<file path="config.mk">
export PLATFORM = sky130hd
export DESIGN_NAME = fetch_instr_queue_flat
export DESIGN_NICKNAME = d
export VERILOG_FILES = /design/src/rtl/fetch_instr_queue_if.sv /design/src/rtl/fetch_instr_queue.sv /design/src/flat_wrapper.sv
export SDC_FILE = /design/constraint.sdc
export NUM_CORES = 1
export LEC_CHECK = 0
export CORE_ASPECT_RATIO = 1.4
export CORE_MARGIN = 5
export CORE_UTILIZATION = 25
export CTS_CLUSTER_SIZE = 28
export DETAILED_ROUTE_END_ITERATION = 7
export GPL_TIMING_DRIVEN = 0
export SETUP_SLACK_MARGIN = 0.02
export SYNTH_ARGS = -nofsm -noshare
export SYNTH_HDL_FRONTEND = slang
export SYNTH_SLANG_ARGS = --single-unit
</file>
<file path="constraint.sdc">
create_clock -name clk_i -period 11.5 [get_ports clk_i]
set_input_delay 1.725 -clock clk_i [delete_from_list [all_inputs] [get_ports clk_i]]
set_output_delay 1.725 -clock clk_i [all_outputs]
set_load 0.01 [all_outputs]
</file>
<file path="src/rtl/fetch_instr_queue_if.sv">
// Fetch-to-decode instruction queue bus: the push side faces fetch, the pop side faces decode.
// The slave modport is the queue itself. The master modport is the fetch/decode pair that drives it.
interface fetch_instr_queue_if #(
  parameter int DEPTH  = 4,
  parameter int PC_W   = 64,
  parameter int INST_W = 32
);
  localparam int CNT_W = $clog2(DEPTH) + 1;

  logic              flush_i;
  logic              push_valid_i;
  logic              push_ready_o;
  logic [PC_W-1:0]   push_pc_i;
  logic [INST_W-1:0] push_instr_i;
  logic              push_ex_i;
  logic              pop_valid_o;
  logic              pop_ready_i;
  logic [PC_W-1:0]   pop_pc_o;
  logic [INST_W-1:0] pop_instr_o;
  logic              pop_ex_o;
  logic [CNT_W-1:0]  count_o;

  modport slave (
    input  flush_i, push_valid_i, push_pc_i, push_instr_i, push_ex_i, pop_ready_i,
    output push_ready_o, pop_valid_o, pop_pc_o, pop_instr_o, pop_ex_o, count_o
  );

  modport master (
    output flush_i, push_valid_i, push_pc_i, push_instr_i, push_ex_i, pop_ready_i,
    input  push_ready_o, pop_valid_o, pop_pc_o, pop_instr_o, pop_ex_o, count_o
  );
endinterface

</file>
<file path="src/rtl/fetch_instr_queue.sv">
// First-word fall-through instruction queue between fetch and decode.
// Each entry holds a PC, an instruction word and a fetch-exception flag.
module fetch_instr_queue #(
  parameter int DEPTH  = 4,
  parameter int PC_W   = 64,
  parameter int INST_W = 32
) (
  input  logic                  clk_i,
  input  logic                  rstn_i,
  fetch_instr_queue_if.slave    bus
);
  localparam int PTR_W = $clog2(DEPTH);
  localparam int CNT_W = PTR_W + 1;
  localparam logic [INST_W-1:0] NOP = INST_W'(32'h0000_0013);

  logic [PTR_W-1:0]  rd_ptr_q, rd_ptr_d;
  logic [PTR_W-1:0]  wr_ptr_q, wr_ptr_d;
  logic [CNT_W-1:0]  cnt_q, cnt_d;

  logic [PC_W-1:0]   ent_pc_q    [DEPTH];
  logic [INST_W-1:0] ent_instr_q [DEPTH];
  logic              ent_ex_q    [DEPTH];

  logic full, empty, push, pop, wr_en;

  assign full  = (cnt_q == CNT_W'(DEPTH));
  assign empty = (cnt_q == '0);
  assign push  = bus.push_valid_i & ~full;
  assign pop   = bus.pop_ready_i & ~empty;
  // A push that coincides with a flush is dropped, so it must not touch storage either.
  assign wr_en = push & ~bus.flush_i;

  always_comb begin
    rd_ptr_d = rd_ptr_q;
    wr_ptr_d = wr_ptr_q;
    cnt_d    = cnt_q;
    if (bus.flush_i) begin
      rd_ptr_d = '0;
      wr_ptr_d = '0;
      cnt_d    = '0;
    end else begin
      if (push) wr_ptr_d = wr_ptr_q + PTR_W'(1);
      if (pop)  rd_ptr_d = rd_ptr_q + PTR_W'(1);
      cnt_d = cnt_q + CNT_W'(push) - CNT_W'(pop);
    end
  end

  always_ff @(posedge clk_i or negedge rstn_i) begin
    if (!rstn_i) begin
      rd_ptr_q <= '0;
      wr_ptr_q <= '0;
      cnt_q    <= '0;
    end else begin
      rd_ptr_q <= rd_ptr_d;
      wr_ptr_q <= wr_ptr_d;
      cnt_q    <= cnt_d;
    end
  end

  // Storage carries no reset; valid data is tracked only by the pointers and count.
  always_ff @(posedge clk_i) begin
    if (wr_en) begin
      ent_pc_q[wr_ptr_q]    <= bus.push_pc_i;
      ent_instr_q[wr_ptr_q] <= bus.push_instr_i;
      ent_ex_q[wr_ptr_q]    <= bus.push_ex_i;
    end
  end

  always_comb begin
    bus.push_ready_o = ~full;
    bus.pop_valid_o  = ~empty;
    bus.count_o      = cnt_q;
    bus.pop_pc_o     = '0;
    bus.pop_instr_o  = NOP;
    bus.pop_ex_o     = 1'b0;
    if (!empty) begin
      bus.pop_pc_o    = ent_pc_q[rd_ptr_q];
      bus.pop_instr_o = ent_instr_q[rd_ptr_q];
      bus.pop_ex_o    = ent_ex_q[rd_ptr_q];
    end
  end
endmodule

</file>
<file path="src/flat_wrapper.sv">
// flat-port wrapper written by rule: the top's interface ports become plain ports
module fetch_instr_queue_flat 
#(
  parameter int DEPTH  = 4,
  parameter int PC_W   = 64,
  parameter int INST_W = 32
)
  (clk_i, rstn_i, bus_flush_i, bus_push_valid_i, bus_push_pc_i, bus_push_instr_i, bus_push_ex_i, bus_pop_ready_i, bus_push_ready_o, bus_pop_valid_o, bus_pop_pc_o, bus_pop_instr_o, bus_pop_ex_o, bus_count_o);
  fetch_instr_queue_if #(.DEPTH(DEPTH), .PC_W(PC_W), .INST_W(INST_W)) bus_i ();
  input  logic clk_i;
  input  logic rstn_i;
  input wire logic [$bits(bus_i.flush_i)-1:0] bus_flush_i;
  input wire logic [$bits(bus_i.push_valid_i)-1:0] bus_push_valid_i;
  input wire logic [$bits(bus_i.push_pc_i)-1:0] bus_push_pc_i;
  input wire logic [$bits(bus_i.push_instr_i)-1:0] bus_push_instr_i;
  input wire logic [$bits(bus_i.push_ex_i)-1:0] bus_push_ex_i;
  input wire logic [$bits(bus_i.pop_ready_i)-1:0] bus_pop_ready_i;
  output wire logic [$bits(bus_i.push_ready_o)-1:0] bus_push_ready_o;
  output wire logic [$bits(bus_i.pop_valid_o)-1:0] bus_pop_valid_o;
  output wire logic [$bits(bus_i.pop_pc_o)-1:0] bus_pop_pc_o;
  output wire logic [$bits(bus_i.pop_instr_o)-1:0] bus_pop_instr_o;
  output wire logic [$bits(bus_i.pop_ex_o)-1:0] bus_pop_ex_o;
  output wire logic [$bits(bus_i.count_o)-1:0] bus_count_o;
  assign bus_i.flush_i = bus_flush_i;
  assign bus_i.push_valid_i = bus_push_valid_i;
  assign bus_i.push_pc_i = bus_push_pc_i;
  assign bus_i.push_instr_i = bus_push_instr_i;
  assign bus_i.push_ex_i = bus_push_ex_i;
  assign bus_i.pop_ready_i = bus_pop_ready_i;
  assign bus_push_ready_o = bus_i.push_ready_o;
  assign bus_pop_valid_o = bus_i.pop_valid_o;
  assign bus_pop_pc_o = bus_i.pop_pc_o;
  assign bus_pop_instr_o = bus_i.pop_instr_o;
  assign bus_pop_ex_o = bus_i.pop_ex_o;
  assign bus_count_o = bus_i.count_o;
  fetch_instr_queue #(.DEPTH(DEPTH), .PC_W(PC_W), .INST_W(INST_W)) u_core (.clk_i(clk_i), .rstn_i(rstn_i), .bus(bus_i));
endmodule
</file>
==> impl_metrics.toml, run 1 <==
[run_status]
status = "completed"

[synthesis]
ys_seq_area_share_pct = 78.2
yosys_register_bits = 395
yosys_warnings = 0
avgSynthCellArea_um2 = 22.8
netlist_top_cells_area = "edfxtp_1 77%, mux4_2 14%, and2_1 4.0%, dfrtp_1 1.2%, buf_6 0.52%"
syn_inst = 664
syn_area_um2 = 15100
syn_nets = 773
yosysTopAreaCell = "edfxtp_1"
synth.top_cell.area_share_pct = 77.1
ys_types = 29

[layout]
layout-drive-gt1-share_pct = 24.1
multi_input_area_um2 = 3080
final_common_cell = "edfxtp_1"
nNetsFinal = 1074
mostFrequentLayoutCells = "388 x edfxtp_1, 203 x clkdlybuf4s50_1, 97 x mux4_2"
num-fill-cells = 5643
area_delta_synth_final_pct = 34.2
fin_cells = 1810
seqCellArea_um2 = 11800

[worst_setup_path]
startpoint = "u_core.bus.count_o[1]"
worstPathArrival_ns = 3.47
worstRegToRegCells = 11
r2r-start = "u_core.bus.count_o[1]"
worst_setup_path_start_kind = "flop"
crit_path_end_kind = "output port"
r2r_slack_ns = 8.55
crit_end = "bus_pop_instr_o[9]"
cp.required_ns = 9.78
crit_fanout = 10
r2r-end = "u_core.bus.count_o[2]"
worstSetupPathType = "flop to output port"

[clocking]
cts_buffers = 42
cts_resized = 0
cts-htree-levels = 2
cts.sinks = 395
clockRootBuffer = "clkbuf_16"
post_cts_buffers = 0
clkSlewWorstSetupHoldPaths_ns = 0.05
cts_tree = "done"
cts_hold_buf = 0
cts_buffer_depth = 3
worstSkewPairLatency_ns = 0.56

[detailed_routing]
drc_errors = 0
detail_route.vias_per_cell = 4.11
num_vias = 7431
drtIter0Drc = 340
drt-wirelength-per-cell_um = 20.0
first_pass_iters = 6
postRouteAntennaNets = 0
finalWirelength_um = 36200

[timing]
holdWs_ns = 0.611
final.setup_skew_ns = 0.0250
maxSlewHeadroom_pct = 38.1
rsz0062_at_grt = "no"
period_minus_slack_ns = 5.20
timing.final.crit_share_pct = 45.2
hold_violations = 0
drv_slew = 0
worst_pin_slew_ns = 0.925
clock.fmax_mhz = 192
setup_viol = 0

[power]
ir_drop_mv = 0.161
power_density_nw_per_um2 = 215
p_leak_nw = 6.45

[global_route]
grt_max_degree = 16
overflow = 0
grt_pass1_vias = 8305
grt_use_total_pct = 11.0
antenna_found_initial = 3
grt_first_pass_wirelength_um = 54000

[hold_path]
hp-class = "flop to flop"

[placement]
dpl.hpwl_um = 25800
gp_congestion = 0.670
portBuffers = 203
dpl.cell_count = 1731

[job]
maxCapViolCount = 0

[die]
die_h_um = 301
ios = 204
coreArea_um2 = 59800
placementRows = 106
die_w_um = 218
start_util_pct = 25.3
dieArea_um2 = 65500
==> critical path: stages (launching register included) <==
cell and delay (ns):
dfrtp_1 0.49, nor3_2 0.14, inv_1 0.40, clkbuf_1 0.53
clkbuf_1 0.54, and2_1 0.21, clkdlybuf4s50_1 0.60
==> report_power, final <==
part / internal [mW] / leakage [nW] / switching [mW]
Sequential: 1.67 / 3.61 / 0.0239
Combinational: 0.669 / 2.13 / 0.574
Clock: 0.850 / 0.702 / 0.568
==> Yosys cell counts <==
library cell  number
edfxtp_1         388
mux2i_1            1
a21oi_1            1
or3b_1             1
buf_2              4
nand2_1            1
nor3_1             1
nand2b_1           3
ha_1               6
or3_1              1
mux2_2             1
inv_1              6
xor2_1             1
nand2_2            1
buf_6              7
or2_1              3
nor3b_1            4
buf_4              5
o21ai_0            2
nor3_2             1
clkbuf_1          17
fa_1               1
dfrtp_1            7
nand3_1            1
mux4_2            97
nor2b_1            1
inv_2              1
and2_1            96
nor2_1             5
==> flip-flops by register name (all words and copies together) (netlist names) <==
name	flops
u_core.ent_instr_q	128
u_core.wr_ptr_q	2
u_core.ent_ex_q	4
u_core.ent_pc_q	256
u_core.bus.count_o	3
u_core.rd_ptr_q	2
==> final cells by class <==
type,count,share of cell area (%)
plain buffers,33,0.987
repair buffers,257,13.2
flip-flops and latches,395,58.3
clock inverters,30,1.79
clock buffers,47,5.38
multi-input cells,229,15.2
diodes,2,0.0247
inverters,7,0.129
well taps,810,4.99
==> routing by layer <==
layer,track usage (%),wire [um],up-vias
met3,2.88,1970,55
met4,3.58,962,4
met1,13.0,14300,3873
met5,0,27,-
met2,19.6,19000,178
li1,-,-,3321
==> how the worst min path moves through the flow <==
| stage | start | endpoint | slack, ns | cells past startpoint |
|---|---|---|---|---|
| floorplan | u_core.wr_ptr_q[1] | u_core.wr_ptr_q[1] | 0.55 | 2 |
| global placement | u_core.wr_ptr_q[1] | u_core.wr_ptr_q[1] | 0.57 | 2 |
| detailed placement | u_core.wr_ptr_q[1] | u_core.wr_ptr_q[1] | 0.61 | 2 |
| CTS | u_core.wr_ptr_q[1] | u_core.wr_ptr_q[1] | 0.62 | 2 |
| global route | u_core.wr_ptr_q[1] | u_core.wr_ptr_q[1] | 0.66 | 2 |
| finish | u_core.wr_ptr_q[1] | u_core.wr_ptr_q[1] | 0.61 | 2 |
==> cell families after synthesis <==
family                     Yosys count  synth area share [%]
AOI/OAI and AO/OA                    3                0.0993
xor gates and xnor gates             1                0.0580
adders and majority gates            7                 0.629
buffers and inverters               40                  1.50
DFF                                395                  78.2
muxes                               99                  14.6
and+or+nand+nor                    119                  4.88
==> stage by stage <==
stage          area (um2)  utilization, %  setup WS (ns)  total power, mW  TNS (ns)
2_1_floorplan       15100               -           1.78             2.35         0
3_3_place_gp        18200            30.4          -6.42             3.01  -2459.60
3_5_place_dp        18800            31.5           6.62             3.02         0
4_1_cts             20300            33.9           6.00             4.46         0
5_1_grt             20300            33.9           5.98             4.58         0
6_report            20300            33.9           6.30             4.36         0
Note: power is estimated with default switching activity, not from simulation.
==> inputs of run 2 (changes only) <==
==> constraint.sdc (replaced) <==
create_clock -name clk_i -period 5 [get_ports clk_i]
set_input_delay 0.75 -clock clk_i [delete_from_list [all_inputs] [get_ports clk_i]]
set_output_delay 0.75 -clock clk_i [all_outputs]
set_load 0.01 [all_outputs]
==> run 2 against run 1 <==
Effect of this change:
- clock skew is 0.0023 ns lower
- highest routed layer is now met4
- critical endpoint is now bus_pop_instr_o[20]
- sequential share of layout area is 0.60 points higher
- first-iteration DRC count is 14% higher
- sequential power is 130% higher
- via count is 1.3% lower
- combinational power is 130% higher
- register-to-register slack worse by 6.6 ns
- critical path type unchanged
- global-route usage is 0.18 points lower
- critical path depth stayed put
==> impl_metrics.toml, run 2 (synthesized netlist as in run 1, its figures left out) <==
[hold_path]
hp-class = "input pin to async pin"

[clocking]
clkSlewWorstSetupHoldPaths_ns = 0.06
cts-htree-levels = 2
cts_resized = 0
cts_buffer_depth = 3
cts_buffers = 41
cts_hold_buf = 0
cts.sinks = 395
cts_tree = "done"
post_cts_buffers = 0
worstSkewPairLatency_ns = 0.55
clockRootBuffer = "clkbuf_16"

[power]
p_leak_nw = 6.30
ir_drop_mv = 0.280
total_power_mw = 9.66
power_density_nw_per_um2 = 481

[worst_setup_path]
worstRegToRegCells = 11
r2r-end = "u_core.bus.count_o[2]"
worstPathArrival_ns = 3.62
crit_fanout = 10
worst_setup_path_start_kind = "flop"
r2r-start = "u_core.bus.count_o[1]"
cp.required_ns = 4.25
r2r_slack_ns = 1.92
worstSetupPathType = "flop to output port"
crit_path_end_kind = "output port"

[detailed_routing]
finalWirelength_um = 35800
drtIter0Drc = 387
drt-wirelength-per-cell_um = 20.1
first_pass_iters = 4
num_vias = 7337
drc_errors = 0
postRouteAntennaNets = 0
detail_route.vias_per_cell = 4.12

[placement]
pre_cts_ws_ns = 0.857
portBuffers = 203
dpl.hpwl_um = 24700
placed_cell_area_um2 = 18800
gp_congestion = 0.673
dpl.cell_count = 1709

[timing]
setup_viol = 0
holdWs_ns = 0.480
maxSlewHeadroom_pct = 35.2
drv_slew = 0
fin_ws_ns = 0.627
clock.fmax_mhz = 229
rsz0062_at_grt = "no"
hold_violations = 0
timing.final.crit_share_pct = 87.5
final.setup_skew_ns = 0.0227
period_minus_slack_ns = 4.37
worst_pin_slew_ns = 0.973

[layout]
mostFrequentLayoutCells = "388 x edfxtp_1, 203 x clkdlybuf4s50_1, 97 x mux4_2"
post-route-cell-area_um2 = 20100
area_delta_synth_final_pct = 32.9
nNetsFinal = 1051
fin_cells = 1782
reg.largest.list = "u_core.ent_pc_q (256), u_core.ent_instr_q (128), u_core.ent_ex_q (4)"
num-fill-cells = 5655
seqCellArea_um2 = 11800
layout-drive-gt1-share_pct = 21.2
final_common_cell = "edfxtp_1"
largest_register = "u_core.ent_pc_q"
multi_input_area_um2 = 3110
largest_register_ffs = 256

[die]
die_h_um = 301
coreArea_um2 = 59800
die_w_um = 218
dieArea_um2 = 65500
ios = 204
placementRows = 106
start_util_pct = 25.3

[run_status]
status = "completed"

[global_route]
grt_first_pass_wirelength_um = 53400
overflow = 0
grt_pass1_vias = 8162
antenna_found_initial = 3
grt_use_total_pct = 10.9
grt_max_degree = 16

[job]
maxCapViolCount = 0
## run 2: cell count changes in the layout (fill, tap and decap cells not counted)
| cell | delta |
|---|---|
| clkbuf_1 | +1 |
| buf_6 | -41 |
| clkinv_4 | -3 |
| clkinv_2 | -1 |
| inv_8 | -1 |
| buf_16 | +11 |
| buf_8 | +8 |
| nor3b_2 | -4 |
| bufinv_16 | -5 |
| clkinv_1 | +6 |
| inv_6 | -3 |
| nor3b_4 | +4 |
## run 2: critical path, cell delays in order, from the launching register on
cell,delay [ns]
dfrtp_1,0.48
nor3_2,0.15
inv_1,0.40
clkbuf_1,0.78
clkbuf_1,0.42
and2_1,0.23
clkdlybuf4s50_1,0.60
## run 2: stage by stage
stage               setup TNS, ns  utilization, %
floorplan                 -116.38               -
global placement         -1851.78            30.4
detailed placement              0            31.5
CTS                             0            33.6
global route                    0            33.6
finish                          0            33.6
## run 2: area by class of cell
class	count	area share, %
Antenna cell	2	0.0249
Buffer	33	0.997
Clock buffer	48	5.45
Clock inverter	23	0.835
Inverter	7	0.131
Multi-Input combinational cell	229	15.5
Sequential cell	395	58.9
Tap cell	810	5.05
Timing Repair Buffer	235	13.2
## run 2: worst max-delay path by stage
stage                     startpoint                endpoint  slack [ns]
2_1_floorplan            bus_flush_i      u_core.ent_ex_q[2]       -0.33
3_3_place_gp             bus_flush_i  u_core.ent_pc_q[2][57]       -4.84
3_5_place_dp   u_core.bus.count_o[1]     bus_pop_instr_o[16]        0.86
4_1_cts        u_core.bus.count_o[1]     bus_pop_instr_o[16]        0.25
5_1_grt        u_core.bus.count_o[1]     bus_pop_instr_o[16]        0.20
6_report       u_core.bus.count_o[1]     bus_pop_instr_o[20]        0.63
## run 2: power breakdown
part           switching (mW)  internal [mW]
clock                    1.23           1.66
sequential             0.0525           3.85
combinational            1.32           1.54
total                    2.61           7.05
## run 2: per-layer routing
layer | vias to the layer above | GRT usage [%] | routed length [um]
met4 | 0 | 3.37 | 826
met5 | - | 0 | 0
met1 | 3847 | 13.1 | 14400
met2 | 181 | 19.0 | 18400
met3 | 49 | 2.84 | 2140
li1 | 3260 | - | -
==> inputs of run 3 (changes only) <==
--- a/config.mk
+++ b/config.mk
@@ -8,6 +8,7 @@
 export CORE_ASPECT_RATIO = 1.4
 export CORE_MARGIN = 5
 export CORE_UTILIZATION = 25
+export CTS_CLUSTER_DIAMETER = 200
 export CTS_CLUSTER_SIZE = 28
 export DETAILED_ROUTE_END_ITERATION = 7
 export GPL_TIMING_DRIVEN = 0
==> run 3 against run 2 <==
Effect of this change:
- sequential share of layout area is 2.2 points higher
- design area is 3.7% lower
- sequential cell count stayed put
- critical path depth stayed put
- critical path type unchanged
==> impl_metrics.toml, run 3 (synthesized netlist as in run 1, its figures left out) <==
[layout]
final_common_cell = "edfxtp_1"
largest_register_ffs = 256
mostFrequentLayoutCells = "388 x edfxtp_1, 203 x clkdlybuf4s50_1, 97 x mux4_2"
area_delta_synth_final_pct = 28.0
reg.largest.list = "u_core.ent_pc_q (256), u_core.ent_instr_q (128), u_core.ent_ex_q (4)"
largest_register = "u_core.ent_pc_q"
layout-drive-gt1-share_pct = 18.7
nNetsFinal = 1028
fin_cells = 1736

[detailed_routing]
finalWirelength_um = 35200
drtIter0Drc = 367
top_layer = "met4"
wl_met1_um = 14700
drc_errors = 0
detail_route.vias_per_cell = 4.12
postRouteAntennaNets = 0
drt-wirelength-per-cell_um = 20.3
met3_length_um = 1750
first_pass_iters = 4
route.met2.wl_um = 18300
num_vias = 7156

[job]
maxCapViolCount = 0

[die]
die_h_um = 301
ios = 204
dieArea_um2 = 65500
die_w_um = 218
placementRows = 106
coreArea_um2 = 59800
start_util_pct = 25.3

[power]
ir_drop_mv = 0.312
p_leak_nw = 5.95
power_density_nw_per_um2 = 438
total_power_mw = 8.48

[global_route]
grt_max_degree = 30
grt_pass1_vias = 7930
grt_first_pass_wirelength_um = 52500
grt_use_total_pct = 10.6
antenna_found_initial = 2
overflow = 0

[clocking]
clockRootBuffer = "clkbuf_16"
clkSlewWorstSetupHoldPaths_ns = 0.11
worstSkewPairLatency_ns = 0.54
cts-htree-levels = 1
cts_tree = "done"
cts_resized = 0
cts_buffers = 18
post_cts_buffers = 0
cts_buffer_depth = 3
cts_hold_buf = 0
cts.sinks = 395

[timing]
maxSlewHeadroom_pct = 34.8
setup_tns_ns = 0
period_minus_slack_ns = 4.37
final.setup_skew_ns = 0.0324
worst_pin_slew_ns = 0.978
rsz0062_at_grt = "no"
holdWs_ns = 0.466
timing.final.crit_share_pct = 87.5
hold_violations = 0
drv_slew = 0
setup_viol = 0
fin_ws_ns = 0.627
clock.fmax_mhz = 229

[worst_setup_path]
worstSetupPathType = "flop to output port"
r2r_slack_ns = 1.92
r2r-start = "u_core.bus.count_o[1]"
crit_fanout = 10
cp.required_ns = 4.25
r2r-end = "u_core.bus.count_o[2]"
worstRegToRegCells = 11
worst_setup_path_start_kind = "flop"
crit_end = "bus_pop_instr_o[20]"
startpoint = "u_core.bus.count_o[1]"
worstPathArrival_ns = 3.62
crit_path_end_kind = "output port"

[placement]
pre_cts_ws_ns = 0.857
dpl.cell_count = 1709
portBuffers = 203
dpl.hpwl_um = 24700
gp_congestion = 0.673

[hold_path]
hp-class = "input pin to async pin"

[run_status]
status = "completed"
==> run 3: metal layers <==
metal  track usage [%]  vias to the layer above
met5                 0                        -
met4              2.26                        0
met3              2.18                       18
met2              18.9                      147
met1              13.2                     3808
li1                  -                     3183
==> run 3: how the worst min path moves through the flow <==
stage | slack, ns | end
5_1_grt | 0.46 | u_core.bus.count_o[1]
2_1_floorplan | 0.45 | u_core.bus.count_o[0]
3_3_place_gp | 0.57 | u_core.wr_ptr_q[1]
4_1_cts | 0.44 | u_core.wr_ptr_q[1]
6_report | 0.47 | u_core.wr_ptr_q[1]
3_5_place_dp | 0.61 | u_core.wr_ptr_q[1]
==> run 3: worst max-delay path: stages (launching register included) <==
cell	delay (ns)
dfrtp_1	0.49
nor3_2	0.15
inv_1	0.39
clkbuf_1	0.78
clkbuf_1	0.41
and2_1	0.23
clkdlybuf4s50_1	0.60
==> run 3: final cells by class <==
cell class                      instances  area [um2]
Antenna cell                            1        2.50
Fill cell                            5706       40500
Clock buffer                           25         498
Tap cell                              810        1010
Sequential cell                       395       11800
Buffer                                 33         200
Clock inverter                          1        30.0
Multi-Input combinational cell        229        3110
Timing Repair Buffer                  235        2640
Inverter                                7        26.3
==> run 3: report_power, final <==
| part | switching, mW | total [mW] | internal, mW |
|---|---|---|---|
| registers | 0.0523 | 3.90 | 3.84 |
| clock network | 1.01 | 1.72 | 0.716 |
| logic | 1.33 | 2.86 | 1.54 |
| total | 2.39 | 8.48 | 6.10 |
==> run 3: per-stage QoR <==
stage               instance area (um2)  utilization (%)
finish                            19300             32.3
global route                      19300             32.3
CTS                               19300             32.3
detailed placement                18800             31.5
global placement                  18200             30.4
floorplan                         15100                -
